`src/rtl/logistic_pkg.sv`:
```
// Shared Q-format widths, constants, FSM state type and saturation helper
// for the logistic-map oscillator scheduler.
package logistic_pkg;

    localparam int unsigned XW = 16;          // x, t and frequency width (Q0.16)
    localparam int unsigned RW = 18;          // r width (Q2.16)
    localparam int unsigned PW = 2 * RW;      // full product accumulator width
    localparam int unsigned HW = PW - XW;     // product width after >> 16
    localparam int unsigned CW = 5;           // multiplier bit counter width

    localparam logic [XW-1:0] X_SEED_DEFAULT = 16'h4000;
    localparam logic [RW-1:0] R_MAX          = 18'h3FFFF;

    typedef enum logic [2:0] {
        IDLE,
        MUL1,
        MUL2,
        MAP,
        OFFER
    } state_e;

    // Clamp a shifted product to the 16-bit x range.
    function automatic logic [XW-1:0] sat_x(input logic [HW-1:0] p);
        if (|p[HW-1:XW]) return '1;
        return p[XW-1:0];
    endfunction

endpackage

```
`src/rtl/logistic_sched_if.sv`:
```
// Update channel from the scheduler to the oscillator bank (valid/ready).
interface logistic_sched_if
    import logistic_pkg::*;
#(
    parameter int unsigned IDX_W = 2
) ();

    logic             upd_valid;
    logic             upd_ready;
    logic [IDX_W-1:0] upd_idx;
    logic [XW-1:0]    upd_freq;

    modport master (
        output upd_valid,
        output upd_idx,
        output upd_freq,
        input  upd_ready
    );

    modport slave (
        input  upd_valid,
        input  upd_idx,
        input  upd_freq,
        output upd_ready
    );

endinterface

```
`src/rtl/logistic_smul.sv`:
```
// Serial shift-add multiplier: one multiplier bit per cycle after start,
// done held high once the last bit is consumed; result delivered >> 16.
module logistic_smul
    import logistic_pkg::*;
(
    input  logic          clk,
    input  logic          reset,
    input  logic          start_i,
    input  logic [RW-1:0] a_i,
    input  logic [RW-1:0] b_i,
    input  logic [CW-1:0] nbits_i,
    output logic          done_o,
    output logic [HW-1:0] prod_o
);

    logic [PW-1:0] a_q;
    logic [RW-1:0] b_q;
    logic [PW-1:0] acc_q;
    logic [CW-1:0] cnt_q;
    logic          done_q;

    always_ff @(posedge clk or posedge reset) begin
        if (reset) begin
            a_q    <= '0;
            b_q    <= '0;
            acc_q  <= '0;
            cnt_q  <= '0;
            done_q <= 1'b0;
        end else if (start_i) begin
            a_q    <= PW'(a_i);
            b_q    <= b_i;
            acc_q  <= '0;
            cnt_q  <= nbits_i;
            done_q <= 1'b0;
        end else if (cnt_q != '0) begin
            if (b_q[0]) acc_q <= acc_q + a_q;
            a_q   <= a_q << 1;
            b_q   <= b_q >> 1;
            cnt_q <= cnt_q - CW'(1);
            if (cnt_q == CW'(1)) done_q <= 1'b1;
        end
    end

    assign done_o = done_q;
    assign prod_o = acc_q[PW-1:XW];

endmodule

```
`src/rtl/logistic_sched.sv`:
```
// Logistic-map scheduler: iterates x' = r*x*(1-x) at STEP_HZ and offers the
// mapped frequency to oscillator slots round-robin.
// Optional feature: define LOGISTIC_SCHED_OVERRUN_EN for a sticky overrun output.
module logistic_sched
    import logistic_pkg::*;
#(
    parameter int unsigned   N_OSC   = 4,
    parameter int unsigned   FREQ    = 25_200_000,
    parameter int unsigned   STEP_HZ = 60,
    parameter int unsigned   LO_F    = 200,
    parameter int unsigned   HI_F    = 1200,
    parameter logic [XW-1:0] X_SEED  = X_SEED_DEFAULT
) (
    input  logic          clk,
    input  logic          reset,
    input  logic [RW-1:0] r_in,
    logistic_sched_if.master upd
`ifdef LOGISTIC_SCHED_OVERRUN_EN
    ,
    output logic          overrun
`endif
);

    localparam int unsigned DIV = FREQ / STEP_HZ;
    localparam int unsigned TW  = (DIV > 1) ? $clog2(DIV) : 1;
    localparam int unsigned IW  = (N_OSC > 1) ? $clog2(N_OSC) : 1;

    localparam logic [XW:0]   ONE_Q = 17'h10000;
    localparam logic [XW-1:0] SPAN  = XW'(HI_F - LO_F);
    localparam logic [XW-1:0] LO_Q  = XW'(LO_F);

    state_e        state_q;
    logic [TW-1:0] cnt_q;
    logic          tick_q;
    logic          pend_q;
    logic [XW-1:0] x_q;
    logic [RW-1:0] r_q;
    logic [IW-1:0] idx_q;
    logic          valid_q;
    logic [XW-1:0] freq_q;

    logic          mul_start_c;
    logic [RW-1:0] mul_a_c;
    logic [RW-1:0] mul_b_c;
    logic [CW-1:0] mul_n_c;
    logic [XW-1:0] xp_c;
    logic          mul_done;
    logic [HW-1:0] mul_prod;

    logistic_smul u_smul (
        .clk     (clk),
        .reset   (reset),
        .start_i (mul_start_c),
        .a_i     (mul_a_c),
        .b_i     (mul_b_c),
        .nbits_i (mul_n_c),
        .done_o  (mul_done),
        .prod_o  (mul_prod)
    );

    // Multiplier launch and operand select, aligned with each state hand-off.
    always_comb begin
        mul_start_c = 1'b0;
        mul_a_c     = '0;
        mul_b_c     = '0;
        mul_n_c     = '0;
        xp_c        = sat_x(mul_prod);
        case (state_q)
            IDLE: if (tick_q || pend_q) begin
                mul_start_c = 1'b1;
                mul_a_c     = RW'(ONE_Q - {1'b0, x_q});
                mul_b_c     = RW'(x_q);
                mul_n_c     = CW'(XW);
            end
            MUL1: if (mul_done) begin
                mul_start_c = 1'b1;
                mul_a_c     = RW'(mul_prod[XW-1:0]);
                mul_b_c     = r_q;
                mul_n_c     = CW'(RW);
            end
            MUL2: if (mul_done) begin
                mul_start_c = 1'b1;
                mul_a_c     = RW'(SPAN);
                mul_b_c     = RW'(xp_c);
                mul_n_c     = CW'(XW);
            end
            default: ;
        endcase
    end

    always_ff @(posedge clk or posedge reset) begin
        if (reset) begin
            state_q <= IDLE;
            cnt_q   <= '0;
            tick_q  <= 1'b0;
            pend_q  <= 1'b0;
            x_q     <= X_SEED;
            r_q     <= '0;
            idx_q   <= '0;
            valid_q <= 1'b0;
            freq_q  <= LO_Q;
        end else begin
            if (cnt_q == TW'(DIV - 1)) begin
                cnt_q  <= '0;
                tick_q <= 1'b1;
            end else begin
                cnt_q  <= cnt_q + TW'(1);
                tick_q <= 1'b0;
            end

            // A tick during an iteration is remembered once; extra ones are lost.
            if (state_q != IDLE && tick_q) pend_q <= 1'b1;

            case (state_q)
                IDLE: if (tick_q || pend_q) begin
                    r_q     <= (r_in >= R_MAX) ? R_MAX : r_in;
                    pend_q  <= 1'b0;
                    state_q <= MUL1;
                end
                MUL1: if (mul_done) state_q <= MUL2;
                MUL2: if (mul_done) begin
                    x_q     <= (xp_c == '0 || xp_c == '1) ? X_SEED : xp_c;
                    state_q <= MAP;
                end
                MAP: if (mul_done) begin
                    freq_q  <= LO_Q + mul_prod[XW-1:0];
                    valid_q <= 1'b1;
                    state_q <= OFFER;
                end
                OFFER: if (upd.upd_ready) begin
                    valid_q <= 1'b0;
                    idx_q   <= (idx_q == IW'(N_OSC - 1)) ? '0 : idx_q + IW'(1);
                    state_q <= IDLE;
                end
                default: state_q <= IDLE;
            endcase
        end
    end

    assign upd.upd_valid = valid_q;
    assign upd.upd_idx   = idx_q;
    assign upd.upd_freq  = freq_q;

`ifdef LOGISTIC_SCHED_OVERRUN_EN
    logic overrun_q;

    // Sticky once a tick arrives while one is already pending.
    always_ff @(posedge clk or posedge reset) begin
        if (reset) overrun_q <= 1'b0;
        else if (state_q != IDLE && tick_q && pend_q) overrun_q <= 1'b1;
    end

    assign overrun = overrun_q;
`endif

endmodule

```
`src/flat_wrapper.sv`:
```
// flat-port wrapper written by rule: the top's interface ports become plain ports
module logistic_sched_flat import logistic_pkg::*;
#(
    parameter int unsigned   N_OSC   = 4,
    parameter int unsigned   FREQ    = 25_200_000,
    parameter int unsigned   STEP_HZ = 60,
    parameter int unsigned   LO_F    = 200,
    parameter int unsigned   HI_F    = 1200,
    parameter logic [XW-1:0] X_SEED  = X_SEED_DEFAULT
)
  (clk, reset, r_in, upd_upd_valid, upd_upd_idx, upd_upd_freq, upd_upd_ready);
  logistic_sched_if #(.IDX_W(2)) upd_i ();
  input  logic clk;
  input  logic reset;
  input  logic [RW-1:0] r_in;
  output wire logic [$bits(upd_i.upd_valid)-1:0] upd_upd_valid;
  output wire logic [$bits(upd_i.upd_idx)-1:0] upd_upd_idx;
  output wire logic [$bits(upd_i.upd_freq)-1:0] upd_upd_freq;
  input wire logic [$bits(upd_i.upd_ready)-1:0] upd_upd_ready;
  assign upd_upd_valid = upd_i.upd_valid;
  assign upd_upd_idx = upd_i.upd_idx;
  assign upd_upd_freq = upd_i.upd_freq;
  assign upd_i.upd_ready = upd_upd_ready;
  logistic_sched #(.N_OSC(N_OSC), .FREQ(FREQ), .STEP_HZ(STEP_HZ), .LO_F(LO_F), .HI_F(HI_F), .X_SEED(X_SEED)) u_core (.clk(clk), .reset(reset), .r_in(r_in), .upd(upd_i));
endmodule
```
`config.mk`:
```
export PLATFORM = sky130hd
export DESIGN_NAME = logistic_sched_flat
export DESIGN_NICKNAME = d
export VERILOG_FILES = /design/src/rtl/logistic_pkg.sv /design/src/rtl/logistic_sched_if.sv /design/src/rtl/logistic_smul.sv /design/src/rtl/logistic_sched.sv /design/src/flat_wrapper.sv
export SDC_FILE = /design/constraint.sdc
export NUM_CORES = 1
export LEC_CHECK = 0
export ABC_AREA = 1
export CORE_MARGIN = 2
export CORE_UTILIZATION = 30
export CTS_CLUSTER_SIZE = 8
export DETAILED_ROUTE_END_ITERATION = 8
export HOLD_SLACK_MARGIN = 0.06
export PLACE_DENSITY = 0.5
export SYNTH_ARGS = -nofsm -noshare
export SYNTH_HDL_FRONTEND = slang
export SYNTH_SLANG_ARGS = --single-unit
```
`constraint.sdc`:
```
create_clock -name clk -period 5.5 [get_ports clk]
set_input_delay 1.1 -clock clk [delete_from_list [all_inputs] [get_ports clk]]
set_output_delay 1.1 -clock clk [all_outputs]
set_load 0.005 [all_outputs]
```
==> metrics.md <==
| Metric | Value |
|---|---|
| Syn Nets | between 1,500 and 2,000 |
| Final period util | 0.576 |
| Final setup fails | 0 |
| Clk Latency, worst-skew pair | 0.45 ns |
| Final HPWL from detailed placement | approximately 23,000 um |
| Via count | around 9,600 |
| Fin. max-slew vios | 0 |
| CTS tree | yes |
| Maximum vdd drop | 167 uV |
| GR Util All Layers | 0.179 |
| Clock power share | 0.498 |
| Worst-margin pin slew | around 0.94 ns |
| Most frequent cells in the layout | nand2_1, inv_1, dfrtp_1, nor2_1, nand3_1 |
| Fin. Hold Viols | 0 |
| Critical path peak fanout | 39 |
| Hold Path Cell Cnt | 2 |
| Num CTS Buffers | 17 |
| Horiz. Die Dim | about 190 um |
| Flop pwr share | 0.486 |
| Die area | 37,200 um^2 |
| FF+latch count, synth | between 150 and 200 |
| Largest net degree at the start of global routing | roughly 170 |
| RSZ-0062 raised after global routing | false |
| Reg2Reg Depth | 11 |
| First-pass GRT wire length | approximately 52,000 um |
| Leak | ~6.0 nW |
| Post-Syn Instances | 1,477 |
| Met1 WL | between 15,000 and 20,000 um |
| Clock Skew | ~0.013 ns |
| Hold Slack | 0.473 ns |
| Critical-path cell list | inv_2, nand2_1, nor2_4, buf_4, inv_2, nand2_8, nor2_4, inv_2, a21oi_1, o21ai_0, nand2_1 |
| Slowest CP cell | nor2_4 |
| Io pins | 40 |
| GRT Residual Overflow | 0 |
| DR vias/cell | approximately 4.8 |
| Drt wl/cell | around 16 um |
| H-tree levels | 4 |
| Startpoint types | register |
| Root Buffer | clkbuf_16 |
| DRT antenna net count | 0 |
| Initial antenna violation count | 2 |
| Pwr dens | around 220 nW/um^2 |
| WL met3 | around 1200 um |
| Net Sw Frac | 0.242 |
| DRC | 0 |
| Sequential area share after synthesis | 0.406 |
| Internal power | between 1.5 and 2 mW |
| Core ar. | about 35,000 um^2 |
| Top layer in use | met4 |
| Clock sink count | 173 |
| Syn avg cell area | a little over 7 um^2 |
| Switch Pwr | roughly 0.63 mW |
| Port Buffers | 39 |
| Number of max-cap violations | 0 |
| Worst Path Required | about 6 ns |
| Unique masters post-synth | 51 |
| Routability cong. | about 0.87 |
| CTS Hold Buffers Added | 0 |
| Largest stage delay on the critical path | 0.61 ns |
| Commonest non-fill, non-tap cell in the layout | nand2_1 |
| DRT Pass-1 Iters | 5 |
| Combinational Power Share | 0.016 |
| Setup TNS Final | 0 ns |
| Worst path most repeated cell | inv_2 |
| FMAX | approximately 0.32 GHz |
| Crit Path Class | register to register |
| Warnings from Yosys | 0 |
| Worst min-delay path class | register to register |
| Met2 wire length | about 14,000 um |
| Tmin final | 3.17 ns |
| Async SR Flop Fraction | 1.00 |
| Initial drt markers | between 700 and 800 |
| Post-CTS sizing | 0 |
| Worst rel slew slack | 0.371 |
| Die H | between 150 and 200 um |
| Status | finished clean |
| Critical path arrival | between 3 and 4 ns |
| Crit path capture type | register |
| Nets | 1,562 |
| Tot Pwr | about 2.6 mW |
| Postcts setup bufs | 0 |
| Clock Pin Slew Worst Setup and Hold Paths | 0.08 ns |
| Layout cell share with drive strength beyond 1 | 0.0483 |
| Clock buffer depth | 2 |
| Final WL | roughly 32,000 um |
| Initial Utilization | 0.303 |
| Area Growth Syn to Fin | 13.4% |
| Post-synth EDFFs | 0 |
| Ys flop type | dfrtp_1 |
| Row cnt | 69 |
| Vias in the first global route | between 9,000 and 10,000 |
| Post-Synthesis Cell Area | about 11,000 um^2 |
==> stage by stage <==
step	cell area (um^2)	std cells	worst slack (ns)	utilization
after global routing	12100	1972	2.00	0.343
after detailed placement	11500	1940	2.34	0.325
after global placement	11500	1940	2.35	0.325
final	12100	1974	2.33	0.343
after floorplan	10700	1477	2.19	-
after CTS	12100	1972	2.32	0.343
==> Yosys cell counts, types with 7 or more instances <==
| library cell | n | area [um^2] |
|---|---|---|
| o2111ai_1 | 7 | 61.3 |
| o21ai_1 | 19 | 95.1 |
| buf_2 | 18 | 90.1 |
| nand3_1 | 88 | 440 |
| ha_1 | 42 | 526 |
| nor4_1 | 9 | 56.3 |
| o22ai_1 | 15 | 93.8 |
| xnor2_1 | 16 | 140 |
| inv_2 | 9 | 33.8 |
| o21bai_1 | 10 | 75.1 |
| nand4_1 | 23 | 144 |
| a21oi_1 | 84 | 420 |
| xor2_1 | 17 | 149 |
| nor2_1 | 118 | 443 |
| nor3_1 | 16 | 80.1 |
| o21ai_0 | 57 | 285 |
| a31oi_1 | 11 | 68.8 |
| dfrtp_1 | 169 | 4230 |
| inv_1 | 181 | 679 |
| nand2_1 | 486 | 1820 |
| clkbuf_1 | 14 | 52.6 |
==> power by group through the flow <==
stage / logic [mW] / clock network [mW] / registers [mW]
2_1_floorplan: 0.0186 / 0 / 1.30
3_3_place_gp: 0.0448 / 0 / 1.30
3_5_place_dp: 0.0441 / 0 / 1.30
4_1_cts: 0.0444 / 1.33 / 1.27
5_1_grt: 0.0485 / 1.37 / 1.27
6_report: 0.0416 / 1.30 / 1.27
==> layout make-up <==
type	count	area, um^2
Clock inverter	14	191
Tap cell	461	577
Clock buffer	18	429
Multi-Input combinational cell	1071	5420
Timing Repair Buffer	44	440
Sequential cell	173	4330
Fill cell	3742	23200
Antenna cell	2	5.00
Inverter	191	723
==> kinds of logic (layout without fill, tap and decap cells) <==
| kind of cell | Yosys count | count (layout) | share of synthesized area |
|---|---|---|---|
| AO/OA/AOI/OAI | 225 | 225 | 0.120 |
| XOR/XNOR | 33 | 33 | 0.0270 |
| adder cells (fa/ha/maj) | 43 | 43 | 0.0510 |
| buffers and inverters | 233 | 267 | 0.0884 |
| flip-flops | 173 | 173 | 0.406 |
| other | 0 | 2 | 0 |
| AND/OR/NAND/NOR | 770 | 770 | 0.308 |
==> critical path: cells and delay by family, from the launching register on <==
kind | cells | cell delay, ns
flip-flops | 1 | 0.45
AO/OA/AOI/OAI | 2 | 0.27
AND/OR/NAND/NOR | 5 | 1.13
buffers and inverters | 4 | 1.22
==> sequential cells by signal, summed over array words and instances, names as in the netlist <==
signal and cells:
u_core.upd.upd_idx 2, u_core.upd.upd_valid 1, u_core.pend_q 1, u_core.u_smul.cnt_q 5, u_core.cnt_q 19, u_core.u_smul.b_q 18, u_core.u_smul.done_o 1, u_core.u_smul.acc_q 36
u_core.x_q 16, u_core.state_q 3, u_core.r_q 18, u_core.upd.upd_freq 16, u_core.tick_q 1, u_core.u_smul.a_q 36
==> per-layer routing <==
| layer | global-route usage | up-vias |
|---|---|---|
| met1 | 0.244 | 4513 |
| li1 | - | 4821 |
| met3 | 0.0291 | 42 |
| met5 | 0 | - |
| met2 | 0.286 | 183 |
| met4 | 0.0628 | 0 |
==> final timing paths <==
path | startpoint | to | slack [ns]
max in group asynchronous | reset | u_core.u_smul.acc_q[28]$_DFFE_PP0P_ | 3.51
hold / removal | u_core.r_q[2]$_DFFE_PP0P_ | u_core.r_q[2]$_DFFE_PP0P_ | 0.47
hold reg to reg | u_core.r_q[2]$_DFFE_PP0P_ | u_core.r_q[2]$_DFFE_PP0P_ | 0.47
min in group asynchronous | reset | u_core.cnt_q[3]$_DFF_PP0_ | 1.30
setup / recovery | u_core.state_q[1]$_DFFE_PP0P_ | u_core.u_smul.acc_q[15]$_DFFE_PP0P_ | 2.33
setup reg to reg | u_core.state_q[1]$_DFFE_PP0P_ | u_core.u_smul.acc_q[15]$_DFFE_PP0P_ | 2.33
(Power assumes the default switching activity.)
